--- src/rtl/result_stream_reader.sv ---
// Result memory with a write port from the datapath and a valid/ready read-out stream.
// On start, every entry is streamed in address order; each entry is sampled when it is loaded.
module result_stream_reader #(
  parameter int WIDTH  = 32,
  parameter int DEPTH  = 8,
  parameter int ADDR_W = 3
) (
  input  logic              clk,
  input  logic              rst,
  input  logic              wr,
  input  logic [ADDR_W-1:0] addr,
  input  logic [WIDTH-1:0]  data_in,
  input  logic              start,
  output logic              out_valid,
  input  logic              out_ready,
  output logic [WIDTH-1:0]  out_data,
  output logic              out_last,
  output logic              busy,
  output logic              done
);

  localparam logic [ADDR_W-1:0] LAST_IDX = ADDR_W'(DEPTH - 1);

  typedef enum logic {IDLE, SEND} state_t;

  state_t             state, state_n;
  logic [WIDTH-1:0]   mem [DEPTH];
  logic [ADDR_W-1:0]  ptr, ptr_n, ptr_inc;
  logic               valid_n;
  logic [WIDTH-1:0]   data_n;
  logic               done_n;

  // Non-blocking update means loads of out_data see the array as it was before this edge's write.
  always_ff @(posedge clk) begin
    if (!rst) begin
      state     <= IDLE;
      ptr       <= '0;
      out_valid <= 1'b0;
      out_data  <= '0;
      done      <= 1'b0;
      for (int i = 0; i < DEPTH; i++) begin
        mem[i] <= '0;
      end
    end else begin
      state     <= state_n;
      ptr       <= ptr_n;
      out_valid <= valid_n;
      out_data  <= data_n;
      done      <= done_n;
      if (wr) begin
        mem[addr] <= data_in;
      end
    end
  end

  assign ptr_inc = ptr + ADDR_W'(1);

  always_comb begin
    state_n = state;
    ptr_n   = ptr;
    valid_n = out_valid;
    data_n  = out_data;
    done_n  = 1'b0;
    case (state)
      IDLE: begin
        if (start) begin
          state_n = SEND;
          ptr_n   = '0;
          data_n  = mem[0];
          valid_n = 1'b1;
        end
      end
      SEND: begin
        if (out_valid && out_ready) begin
          if (ptr == LAST_IDX) begin
            state_n = IDLE;
            ptr_n   = '0;
            valid_n = 1'b0;
            done_n  = 1'b1;
          end else begin
            ptr_n  = ptr_inc;
            data_n = mem[ptr_inc];
          end
        end
      end
      default: begin
        state_n = IDLE;
      end
    endcase
  end

  assign busy     = (state == SEND);
  assign out_last = out_valid && (ptr == LAST_IDX);

endmodule
--- config.mk ---
export PLATFORM = sky130hd
export DESIGN_NAME = result_stream_reader
export DESIGN_NICKNAME = d
export VERILOG_FILES = /design/src/rtl/result_stream_reader.sv
export SDC_FILE = /design/constraint.sdc
export NUM_CORES = 1
export LEC_CHECK = 0
export BUFFER_PORTS_ARGS = -buffer_cell sky130_fd_sc_hd__buf_2
export CAP_MARGIN = 20
export CORE_MARGIN = 2
export CORE_UTILIZATION = 38
export CTS_CLUSTER_SIZE = 12
export DETAILED_ROUTE_END_ITERATION = 8
export MAX_ROUTING_LAYER = met4
export PLACE_DENSITY = 0.55
export SLEW_MARGIN = 10
export SYNTH_ARGS = -nofsm -noshare
export SYNTH_HDL_FRONTEND = slang
export SYNTH_SLANG_ARGS = --single-unit
--- constraint.sdc ---
create_clock -name clk -period 3.3 [get_ports clk]
set_clock_uncertainty 0.2 [all_clocks]
set_input_delay 0.33 -clock clk [delete_from_list [all_inputs] [get_ports clk]]
set_output_delay 0.33 -clock clk [all_outputs]
set_load 0.1 [all_outputs]
==> impl_metrics.json <==
{
  "grtUsageTotal_pct": 19.23,
  "route.detailed.vias_per_inst": 5.192,
  "critical_path_required_ns": 3.48,
  "drc": 0,
  "finalWorstSetupSlack_ns": 0.8016,
  "syn2layout_area_growth_pct": 16.04,
  "post-route-period-util_pct": 75.71,
  "dp_hpwl_um": 18150,
  "synth_edf_count": 256,
  "setup.worst_path.end_class": "register",
  "postCtsHoldBufs": 18,
  "detailroute.via_count": 8110,
  "cp_slowest_stage_delay_ns": 0.49,
  "fillers": 3131,
  "drt-wirelength-per-cell_um": 21.34,
  "postCtsResizedCells": 0,
  "grt_pass1_vias": 8362,
  "nets": 1124,
  "dr.first_iter.drc_count": 477,
  "holdCritPathClass": "in -> reg",
  "crit_type": "reg -> reg",
  "pin_count": 76,
  "critPathArrivalTime_ns": 2.68,
  "clock_tree.root_cell": "sky130_fd_sc_hd__clkbuf_16",
  "die_h_um": 190.6,
  "h-tree-depth": 2,
  "postSynth.asyncResetShare_pct": 0,
  "setup_repair_after_global_routing_missed_its_margin": "false",
  "finalHoldViolCount": 0,
  "overflow": 0,
  "synth.top_cell.area_share_pct": 58.08,
  "synthCells": 992,
  "ys_top_cells_by_area": "sky130_fd_sc_hd__edfxtp_1 (58%), sky130_fd_sc_hd__and2_1 (12%), sky130_fd_sc_hd__mux2i_1 (9.7%)",
  "totalNegativeSetupSlack_ns": 0,
  "worst_path_max_delay_cell": "sky130_fd_sc_hd__nand2_2",
  "maximum_number_of_pins_on_one_net_before_global_route_repair": 131,
  "tritoncts": "yes",
  "critical_path.startpoint_type": "register",
  "synthesis.nets": 1035,
  "post_cts.repair.setup_buffers": 0,
  "placeableCoreArea_um2": 34460,
  "synthesis.yosys.warnings": 0,
  "netlist-cell-type-count": 28,
  "report.power.total_w": 0.008803,
  "power_density_nw_per_um2": 573.1,
  "worstPathCellList": "ha_2, ha_1, nand2_2, buf_4, o221ai_1, o21ai_1, a21oi_1",
  "netlist.top_cell.by_area": "sky130_fd_sc_hd__edfxtp_1",
  "seq_area_frac_synth_pct": 63.83,
  "worst-path-stages": 7,
  "synth_most_common_cell": "sky130_fd_sc_hd__and2_1",
  "dp_slack_ns": 0.8179,
  "fin_util_pct": 44.57,
  "insertion_delay_ns": 0.51,
  "status": "completed",
  "tritoncts.num_buffers": 34,
  "worst_slew_margin_rel_pct": 27.97,
  "grt_pass1_wl_um": 50730,
  "finalWeightedCongestion": 0.7391,
  "ff2ff_path_depth": 7,
  "clock_transition_at_the_registers_of_the_reported_paths_ns": 0.06,
  "timing.max_cap.violations": 0,
  "combined_area_of_all_synthesized_cells_um2": 13240,
  "worst_hold_path.num_cells": 2,
  "num_rows": 68,
  "postSynth.topFlopCell": "sky130_fd_sc_hd__edfxtp_1",
  "setup_viol": 0,
  "worst-path-buf-inv": 1,
  "critical_path.max_fanout": 28,
  "final_period_minus_worst_setup_slack_ns": 2.498,
  "drt_pre_antenna_iters": 5,
  "initial_utilization_pct": 38.41,
  "clock_sink_count": 294,
  "worst_pin_slew_ns": 1.080,
  "drt.antenna.violating_nets": 0,
  "fmaxAchievable_ghz": 0.4003,
  "postRouteWirelength_um": 33330,
  "clockBufferDepth": 3,
  "ir_drop_uv": 354.2,
  "p_leak_nw": 5.246,
  "yosys_register_bits": 294,
  "final_layout_size_suffix_gt1_share_pct": 15.73,
  "fp.dieArea_um2": 36340,
  "cpLargestDelayFamily": "adder cells",
  "fp.dieW_um": 190.6,
  "syn-mean-instance-area_um2": 13.34,
  "place.port_buffers": 75,
  "final-max-slew-violation-count": 0,
  "synth.top_cells.by_count": "sky130_fd_sc_hd__and2_1 (258), sky130_fd_sc_hd__edfxtp_1 (256), sky130_fd_sc_hd__mux2i_1 (128), sky130_fd_sc_hd__o21ai_0 (64), sky130_fd_sc_hd__o21ai_1 (40)",
  "antenna_found_initial": 1
}
## where the power goes
part / switching [W] / internal, W / leakage (nW)
logic: 0.000655 / 0.000211 / 1.96
registers: 0.0000795 / 0.00428 / 2.77
clock network: 0.00143 / 0.00214 / 0.513
## flip-flops by register name, indices dropped and copies added (netlist names)
name,cells
ptr,3
mem,256
busy,1
out_data,32
done,1
out_valid,1
## per-layer routing
metal | GRT usage (%) | part of all wire, %
met3 | 3.036 | 4.6
met2 | 33.05 | 50
met1 | 23.72 | 43
met4 | 4.830 | 1.9
met5 | - | 0
## worst reg2reg max path, delay by kind of cell, from the launching register on
kind | cells | cell delay (ns)
AOI/OAI and AO/OA | 3 | 0.38
adders and majority gates | 2 | 0.49
buffers and inverters | 1 | 0.45
DFF | 1 | 0.35
and+or+nand+nor | 1 | 0.49
## per-stage QoR
step / cell area, µm² / cells / hold slack [ns]
final: 15360 / 1562 / 0.009663
after global routing: 15360 / 1562 / 0.02397
after CTS: 15360 / 1561 / 0.003550
after detailed placement: 14120 / 1482 / 0.2747
after global placement: 14120 / 1482 / 0.2565
after floorplan: 13240 / 992 / 0.2462
## final cells by class
| type | instances | area, µm² | area share [%] |
|---|---|---|---|
| tap | 455 | 569.3 | 3.707 |
| clock inverter | 8 | 62.56 | 0.4073 |
| antenna | 1 | 2.502 | 0.01629 |
| clock buffer | 53 | 993.5 | 6.468 |
| sequential | 294 | 8452 | 55.03 |
| timing repair buffer | 128 | 880.8 | 5.735 |
| multi-input combinational | 623 | 4398 | 28.64 |
## final timing paths
check	startpoint	end	slack, ns
max reg2reg	ptr[0]	out_data[14]	0.80
max	ptr[0]	out_data[14]	0.80
min reg2reg	ptr[1]	ptr[1]	0.28
min	data_in[21]	mem[6][21]	0.01
## cell families after synthesis
group	after synthesis	synth area share (%)
adders and majority gates	3	0.2836
muxes	128	9.680
buffers and inverters	75	3.753
AOI/OAI and AO/OA	204	8.981
and+or+nand+nor	288	13.47
DFF	294	63.83
## cell usage in the layout, fill, tap and decap left out, drive strengths merged, types with 5 or more instances in the layout
master / instances
and2: 258
edfxtp: 256
mux2i: 128
buf: 110
o21ai: 104
clkbuf: 53
dfxtp: 38
a21oi: 33
o22ai: 32
o221ai: 32
dlygate4sd3: 18
nand3: 6
nor2: 6
clkinv: 6
nand2b: 6
nand2: 5
Note: power is estimated with default switching activity, not from simulation.
